**src/rtl/ddr_axi_pkg.sv**
```systemverilog
// Shared definitions for the DDR write burst generator: FSM encoding,
// 4 KB boundary constant and beat-size helpers.
package ddr_axi_pkg;

    typedef enum logic [1:0] {
        ST_IDLE = 2'd0,
        ST_CMD  = 2'd1,
        ST_DATA = 2'd2,
        ST_NEXT = 2'd3
    } wr_state_e;

    localparam int BOUNDARY_4K = 4096;

    function automatic int beat_bytes(input int data_width);
        return data_width / 8;
    endfunction

    function automatic int beat_size_log2(input int data_width);
        return $clog2(data_width / 8);
    endfunction

endpackage

```
**src/rtl/ddr_burst_len_calc.sv**
```systemverilog
// Next burst length in beats from the burst start address and remaining beats.
// The 4 KB limit is applied only when DDR_WR_4K_SPLIT_EN is defined.
module ddr_burst_len_calc
    import ddr_axi_pkg::*;
#(
    parameter int AXI_DATA_WIDTH = 128,
    parameter int AXI_ADDR_WIDTH = 32,
    parameter int MAX_BURST_LEN  = 64
) (
    input  logic [AXI_ADDR_WIDTH-1:0] addr,
    input  logic [31:0]               remaining,
    output logic [8:0]                beats
);
    localparam int          BYTE_SHIFT = beat_size_log2(AXI_DATA_WIDTH);
    localparam logic [31:0] MAX_BEATS  = 32'(MAX_BURST_LEN);

    logic [31:0] beats_cap;
    logic [31:0] beats_to_4k;
    logic        unused_bits;

    always_comb begin
        // Start addresses are beat aligned, so the shift is exact.
        beats_to_4k = (32'(BOUNDARY_4K) - 32'(addr[11:0])) >> BYTE_SHIFT;
        beats_cap   = (remaining < MAX_BEATS) ? remaining : MAX_BEATS;
`ifdef DDR_WR_4K_SPLIT_EN
        if (beats_to_4k < beats_cap) beats_cap = beats_to_4k;
`else
`endif
        beats = beats_cap[8:0];
    end

    assign unused_bits = ^{addr[AXI_ADDR_WIDTH-1:12], beats_cap[31:9], beats_to_4k};

endmodule

```
**src/rtl/ddr_wr_burst_gen.sv**
```systemverilog
// Splits a write job into AXI bursts: issues one command per burst, then
// passes source beats straight through to the write master. Optional macro: DDR_WR_4K_SPLIT_EN.
module ddr_wr_burst_gen
    import ddr_axi_pkg::*;
#(
    parameter int AXI_DATA_WIDTH = 128,
    parameter int AXI_ADDR_WIDTH = 32,
    parameter int MAX_BURST_LEN  = 64
) (
    input  logic                      axi_clk,
    input  logic                      reset,
    input  logic                      wr_start,
    input  logic [AXI_ADDR_WIDTH-1:0] wr_base_addr,
    input  logic [31:0]               wr_total_beats,
    output logic                      wr_busy,
    output logic                      wr_done,
    input  logic [AXI_DATA_WIDTH-1:0] usr_wr_data,
    input  logic                      usr_wr_valid,
    output logic                      usr_wr_ready,
    input  logic                      axi_aw_ready,
    output logic                      axi_aw_req_en,
    output logic [7:0]                axi_aw_burst_len,
    output logic [AXI_ADDR_WIDTH-1:0] axi_aw_addr,
    input  logic                      axi_w_ready,
    output logic [AXI_DATA_WIDTH-1:0] axi_w_data,
    output logic                      axi_w_valid,
    output logic                      axi_w_last,
    output wr_state_e                 dbg_state
);
    localparam int BYTE_SHIFT = beat_size_log2(AXI_DATA_WIDTH);
    localparam logic [AXI_ADDR_WIDTH-1:0] ALIGN_MASK =
        ~((AXI_ADDR_WIDTH'(1) << BYTE_SHIFT) - AXI_ADDR_WIDTH'(1));

    wr_state_e                 state, next_state;
    logic [AXI_ADDR_WIDTH-1:0] addr_q, calc_addr, burst_bytes;
    logic [31:0]               remaining_q, calc_remaining;
    logic [8:0]                burst_beats_q, beat_cnt_q, calc_beats;
    logic [7:0]                len_q;
    logic                      done_q, last_beat, beat_xfer;

    // In IDLE the calculator sees the incoming job, otherwise the running one.
    assign calc_addr      = (state == ST_IDLE) ? (wr_base_addr & ALIGN_MASK) : addr_q;
    assign calc_remaining = (state == ST_IDLE) ? wr_total_beats : remaining_q;

    ddr_burst_len_calc #(
        .AXI_DATA_WIDTH(AXI_DATA_WIDTH),
        .AXI_ADDR_WIDTH(AXI_ADDR_WIDTH),
        .MAX_BURST_LEN (MAX_BURST_LEN)
    ) u_len_calc (
        .addr     (calc_addr),
        .remaining(calc_remaining),
        .beats    (calc_beats)
    );

    assign burst_bytes = AXI_ADDR_WIDTH'(burst_beats_q) << BYTE_SHIFT;
    assign last_beat   = (beat_cnt_q == burst_beats_q - 9'd1);
    // Handshakes: a command or beat moves on the rising edge where both valid
    // (req_en / w_valid) and ready are high; valid never waits on ready.
    assign beat_xfer   = axi_w_valid && axi_w_ready;

    always_comb begin
        next_state    = state;
        axi_aw_req_en = 1'b0;
        axi_w_valid   = 1'b0;
        axi_w_last    = 1'b0;
        usr_wr_ready  = 1'b0;
        case (state)
            ST_IDLE: if (wr_start && wr_total_beats != 32'd0) next_state = ST_CMD;
            ST_CMD: begin
                axi_aw_req_en = 1'b1;
                if (axi_aw_ready) next_state = ST_DATA;
            end
            ST_DATA: begin
                axi_w_valid  = usr_wr_valid;
                usr_wr_ready = axi_w_ready;
                axi_w_last   = last_beat;
                if (usr_wr_valid && axi_w_ready && last_beat) next_state = ST_NEXT;
            end
            ST_NEXT: next_state = (remaining_q != 32'd0) ? ST_CMD : ST_IDLE;
            default: next_state = ST_IDLE;
        endcase
    end

    always_ff @(posedge axi_clk) begin
        if (reset) begin
            state         <= ST_IDLE;
            addr_q        <= '0;
            remaining_q   <= '0;
            burst_beats_q <= '0;
            beat_cnt_q    <= '0;
            len_q         <= '0;
            done_q        <= 1'b0;
        end else begin
            state  <= next_state;
            done_q <= 1'b0;
            case (state)
                ST_IDLE: begin
                    if (wr_start) begin
                        if (wr_total_beats != 32'd0) begin
                            addr_q        <= calc_addr;
                            remaining_q   <= wr_total_beats;
                            burst_beats_q <= calc_beats;
                            len_q         <= 8'(calc_beats - 9'd1);
                            beat_cnt_q    <= '0;
                        end else begin
                            done_q <= 1'b1;
                        end
                    end
                end
                ST_DATA: begin
                    if (beat_xfer) begin
                        remaining_q <= remaining_q - 32'd1;
                        if (last_beat) begin
                            beat_cnt_q <= '0;
                            addr_q     <= addr_q + burst_bytes;
                        end else begin
                            beat_cnt_q <= beat_cnt_q + 9'd1;
                        end
                    end
                end
                ST_NEXT: begin
                    if (remaining_q != 32'd0) begin
                        burst_beats_q <= calc_beats;
                        len_q         <= 8'(calc_beats - 9'd1);
                    end else begin
                        done_q <= 1'b1;
                    end
                end
                default: ;
            endcase
        end
    end

    assign wr_busy          = (state != ST_IDLE);
    assign wr_done          = done_q;
    assign axi_aw_addr      = addr_q;
    assign axi_aw_burst_len = len_q;
    assign axi_w_data       = usr_wr_data;
    assign dbg_state        = state;

endmodule
```
**config.mk**
```make
export PLATFORM = sky130hd
export DESIGN_NAME = ddr_wr_burst_gen
export DESIGN_NICKNAME = d
export VERILOG_FILES = /design/src/rtl/ddr_axi_pkg.sv /design/src/rtl/ddr_burst_len_calc.sv /design/src/rtl/ddr_wr_burst_gen.sv
export SDC_FILE = /design/constraint.sdc
export NUM_CORES = 1
export LEC_CHECK = 0
export ABC_AREA = 1
export BUFFER_PORTS_ARGS = -buffer_cell sky130_fd_sc_hd__buf_2
export CAP_MARGIN = 0
export CORE_AREA = 2 2 146 148
export CTS_CLUSTER_SIZE = 8
export DETAILED_ROUTE_END_ITERATION = 7
export DIE_AREA = 0 0 148 150
export GPL_TIMING_DRIVEN = 0
export PLACE_DENSITY = 0.79
export SYNTH_ARGS = -nofsm -noshare
export SYNTH_HDL_FRONTEND = slang
export SYNTH_HIERARCHICAL = 1
export SYNTH_SLANG_ARGS = --single-unit
```
**constraint.sdc**
```tcl
create_clock -name axi_clk -period 3.21 [get_ports axi_clk]
set_clock_uncertainty 0.05 [all_clocks]
set_input_delay 0.8025 -clock axi_clk [delete_from_list [all_inputs] [get_ports axi_clk]]
set_output_delay 0.8025 -clock axi_clk [all_outputs]
set_load 0.05 [all_outputs]
```
Word-level counts from Yosys, hierarchy flattened
Cells that the tools add are included.

Register bits: 93. Bits in latches: 0. RAM bits: 0. ROM bits: 0. Input bits: 198. Output and inout bits: 176. Logic and storage cells: 76. Memories kept: 0.

Add/subtract/negate cells: 5. $mul: 0. Div/mod/pow operators: 0. Order comparisons: 1. Equal/unequal tests: 12. Shift operators: 0. Mux-type cells: 37. Bitwise gates (word level): 0. Reduce and logical (&&, ||, !) cells: 14.

Operators by type and width (number): two-way mux 32 bit (8); case mux 32 bit (2 select lines) (2); two-way mux 9 bit (8); nonzero test 32 bit (2); case mux 9 bit (2 select lines) (2); adder 32 x 13 -> 32 bit (1); less-than comparator 32 x 7 -> 1 bit, second input constant (1); subtractor 32 x 1 -> 32 bit, second input constant (1); two-way mux 8 bit (3); case mux 8 bit (2 select lines) (1); != test 2 bit, second input constant (6); adder 9 x 1 -> 9 bit, second input constant (1); equality test 9 bit (1); subtractor 9 x 1 -> 9 bit, second input constant (1); two-way mux 1 bit (8); case mux 2 bit (4 select lines) (1); AND reduction 4 bit (2); subtractor 8 x 1 -> 8 bit, second input constant (1); two-way mux 2 bit (3); nonzero test 2 bit (3); AND reduction 5 bit (1); equality test 2 bit, second input constant (2); logical AND 1 bit (4); != test 2 x 1 -> 1 bit, second input constant (2); other kinds (4) (4).

Depth between registers and ports, before layout
Word-level depth: 8. Gate-level depth with buffers: 20. Depth with buffers taken out: 16.

By module
The synthesis kept the hierarchy.

By module, submodules not included: ddr_wr_burst_gen (times used 1, cells an instance 1445, area each 8503.2 um2, sequential area each 1861.8 um2); ddr_burst_len_calc (times used 1, cells an instance 38, area each 157.7 um2, sequential area each 0.0 um2).

Worst setup path after synthesis
OpenSTA, ideal clock, no wires.

Kind: register to register. From: register state[0] (netlist: dbg_state[0]). To: register len_q[6] (netlist: axi_aw_burst_len[6]). Setup time: 113 ps. Data arrival time: 3243 ps. Data required time: 3047 ps. Slack: -196 ps. Stages on the path, launching flop included: 21. Path buffers: 4. Clock period less this slack: 3406 ps. Cells stage by stage: dfxtp_1 -> inv_1 -> ha_1 -> clkbuf_1 -> clkbuf_1 -> buf_2 -> buf_2 -> nand2_1 -> o21ai_0 -> nor2_1 -> nand2_1 -> nor2_1 -> nand3_2 -> nor2_1 -> inv_1 -> ha_1 -> nand2_1 -> nor3_1 -> xor2_1 -> o21ai_1 -> nor2_1.

Longest elaborated chain between the ends: 8. Elaborated cells on any way between the ends: 15. Classes of those cells: 1 x add/sub; 1 x order compare; 4 x eq/ne; 6 x mux; 3 x reduce/logical.

RTL lines: start, declared (line ddr_wr_burst_gen.sv:34) `wr_state_e state, next_state;`; start signal, assigned (line ddr_wr_burst_gen.sv:94) `state <= next_state;`; logical NOT 2 bit * (line ddr_wr_burst_gen.sv:43) `assign calc_remaining = (state == ST_IDLE) ? wr_total_beats : remaining_q;`; two-way mux 32 bit * (line ddr_wr_burst_gen.sv:43); named net calc_remaining[7] (line ddr_wr_burst_gen.sv:36) `logic [31:0] remaining_q, calc_remaining;`; less-than comparator 32 x 7 -> 1 bit * (line ddr_burst_len_calc.sv:24) `beats_cap = (remaining < MAX_BEATS) ? remaining : MAX_BEATS;`; two-way mux 9 bit * (line ddr_burst_len_calc.sv:24); named net calc_beats[6] (line ddr_wr_burst_gen.sv:37) `logic [8:0] burst_beats_q, beat_cnt_q, calc_beats;`; subtractor 8 x 1 -> 8 bit * (line ddr_wr_burst_gen.sv:103, ddr_wr_burst_gen.sv:124); two-way mux 8 bit (line ddr_wr_burst_gen.sv:99) `if (wr_total_beats != 32'd0) begin`; two-way mux 8 bit (line ddr_wr_burst_gen.sv:98) `if (wr_start) begin`; case mux 8 bit (2 select lines) * (line ddr_wr_burst_gen.sv:96) `case (state)`; end signal, assigned (line ddr_wr_burst_gen.sv:103) `len_q <= 8'(calc_beats - 9'd1);`; end signal, assigned (line ddr_wr_burst_gen.sv:124) `len_q <= 8'(calc_beats - 9'd1);`; end, declared (line ddr_wr_burst_gen.sv:38) `logic [7:0] len_q;`.

Mark *: on every way through the listed nets, which the timed path passes. The rest lies on a longest branch. The select of a mux whose other input is x is not followed. A chain may end at the register's enable or synchronous reset.

Final worst setup path
From: register state[0] (netlist: dbg_state[0]). To: output axi_w_valid.

Longest elaborated chain between the ends: 2.

RTL lines: equality test 2 bit (line ddr_wr_burst_gen.sv:67) `case (state)`; two-way mux 1 bit (line ddr_wr_burst_gen.sv:67); end, declared (line ddr_wr_burst_gen.sv:26) `output logic axi_w_valid,`.

No other way between the ends.

==> metrics.cfg <==
[run_status]
status=complete, no violations

[die]
die_h_um=150
die_w_um=148
rows=53
die-area_mm2=0.0222
initial_core_util_pct=41.7
core_area_mm2=0.0207
ioPinCount=374

[place]
dpl_cell_area_mm2=0.0102
dpl.hpwl_um=24700
place.gp.congestion=1.01
portBuffers=241

[pwr]
p_clk_share_pct=10.2
p_leak_nw=5.40
pwr-share-comb_pct=69.3
pwr-share-seq_pct=20.5
p_int_mw=4.41
power_mw=10.9
ir_worst_vdd_v=0.000643
power_density_mw_per_mm2=1030
p_switching_mw=6.48
netSwitchingFraction_pct=59.5

[grt]
grt-ovfl-total=0
grt_pass1_wl_um=46500
antenna_found_initial=0
grt_max_degree=20
grt_pass1_vias=8981
grtUsageTotal_pct=26.7

[finish]
fin_area_mm2=0.0106
n_antenna_cell=0
nets=1940
drive_gt1_share_pct=27.8
fillers=2149
area_growth_pct=22.5

[detailed_routing]
drtIter0Drc=830
ant_nets=0
first_pass_iters=5
drc=0
routed_via_density=5.09
finalWirelength_um=31000
wl_per_cell_um=15.5
via_count=10200

[worst_hold_path]
hold_path_end=axi_aw_addr[0]
hp-start=axi_aw_addr[0]
worstHoldPathCells=2
hold_class=flop to flop

[sta]
maxSlewViolCount=0
fmax_mhz=316
relSlewSlack_pct=39.9
final-hold-violation-count=0
rsz0062_at_grt=true
period_minus_slack_ps=3160
worst_pin_slew_ps=894
fin_crit_sh_pct=98.6
setup_viol=0

[clock_tree]
clockRootBuffer=clkbuf_16
htree_levels=3
path_clk_slew_ps=70
numCtsBuffers=9
clkLatencyLatePin_ps=370
cts_tree=built
cts_sinks=93
ctsHoldBuffers=0
clock_path_buffers=2

[worst_setup_path]
reg2reg_setup_slack_ps=80
path_class=flop to primary output
worst_r2r_path_depth=19
worstPathRequired_ps=2360
reg2reg_from=dbg_state[1]
r2r-end=axi_aw_burst_len[6]
startpoint_type=flop
end_kind=primary output
cp_max_fo=10
worstPathArrival_ps=2310

[logic_synthesis]
synth.avg_cell_area_um2=5.85
yosys_warnings=6
synthCells=1473
netlist_area_mm2=0.00862

[flow_run]
drv_cap=0

[sequential cells by signal, indices dropped and copies added (netlist names)]
| signal | flops |
|---|---|
| axi_aw_burst_len | 8 |
| wr_done | 1 |
| dbg_state | 2 |
| burst_beats_q | 9 |
| beat_cnt_q | 9 |
| remaining_q | 32 |
| axi_aw_addr | 32 |
[area by class of cell]
class | instances | area, µm² | area share [%]
clock inverter | 7 | 65.1 | 0.616
timing repair buffer | 242 | 1220 | 11.5
buffer | 180 | 1270 | 12.0
inverter | 150 | 566 | 5.35
tap | 275 | 344 | 3.26
clock buffer | 9 | 225 | 2.13
sequential | 93 | 1870 | 17.7
multi-input combinational | 1048 | 5010 | 47.4
[worst max-delay path by stage]
stage / from / end / slack [ps] / cells past startpoint
after floorplan: dbg_state[0] / axi_aw_burst_len[6] / 30 / 20
after global placement: dbg_state[0] / axi_aw_burst_len[7] / -1080 / 17
after detailed placement: dbg_state[0] / axi_aw_burst_len[7] / -1010 / 17
after CTS: dbg_state[0] / axi_aw_burst_len[6] / 30 / 19
after global routing: dbg_state[1] / axi_aw_burst_len[6] / -70 / 19
final: dbg_state[0] / axi_w_valid / 50 / 8
[critical path: stages, from the launching register on]
cell,delay [ps]
dfxtp_2,360
inv_2,110
ha_1,160
buf_2,200
buf_2,320
buf_2,400
nand2_1,80
inv_1,60
buf_2,250
[power groups by stage]
stage / Sequential, mW / Combinational (mW) / Clock (mW)
after floorplan: 2.76 / 4.74 / 0
after global placement: 2.22 / 7.17 / 0
after detailed placement: 2.23 / 7.27 / 0
after CTS: 2.21 / 7.36 / 1.11
after global routing: 2.30 / 8.24 / 1.16
final: 2.23 / 7.54 / 1.11
[per-layer routing]
metal  wire length, µm  global-route usage, %  vias to the layer above
li1                  -                      -                     5038
met2             14900                   46.6                      516
met1             12100                   32.0                     4558
met3              2630                   3.93                       87
met4              1380                   13.0                        0
met5                 0                      0                        -
[cells in the final DEF (no fill, tap or decap), drive strengths merged]
cell type and instances:
nand2 432, buf 400, nor2 203, inv 154, o21ai 123, nand3 105, dfxtp 93, a21oi 60
clkbuf 31, xor2 24, nor3 22, ha 17, o211ai 13, nand4 12, or2 8, xnor2 6
nor4 3, a31oi 3, a211oi 3, and2 2, o21bai 2, o22ai 2, conb 2, clkinv 2
xnor3 1, nand3b 1, mux2i 1, o41ai 1, o31ai 1, fa 1, clkinvlp 1
[stage by stage]
step                instances  setup TNS [ps]  hold WS [ps]  setup slack (ps)  util [%]
floorplan                1474               0           408              26.0         -
global placement         1990          -10160           374             -1080      49.2
detailed placement       1990           -9570           375             -1010      49.2
CTS                      2003               0           386              26.2      50.8
global route             2004            -112           395             -73.1      51.1
finish                   2004               0           383              46.4      51.1
[repair_timing]
item / 4_1_cts / 5_1_grt
endpoints found under the hold margin: 0 / 0
buffers inserted: 0 / 1
pin swaps: 1 / 2
gates cloned: 0 / 0
resized for setup: 22 / 16
endpoints found under the setup margin: 19 / 10
No activity file was read; power rests on OpenSTA's default activity.
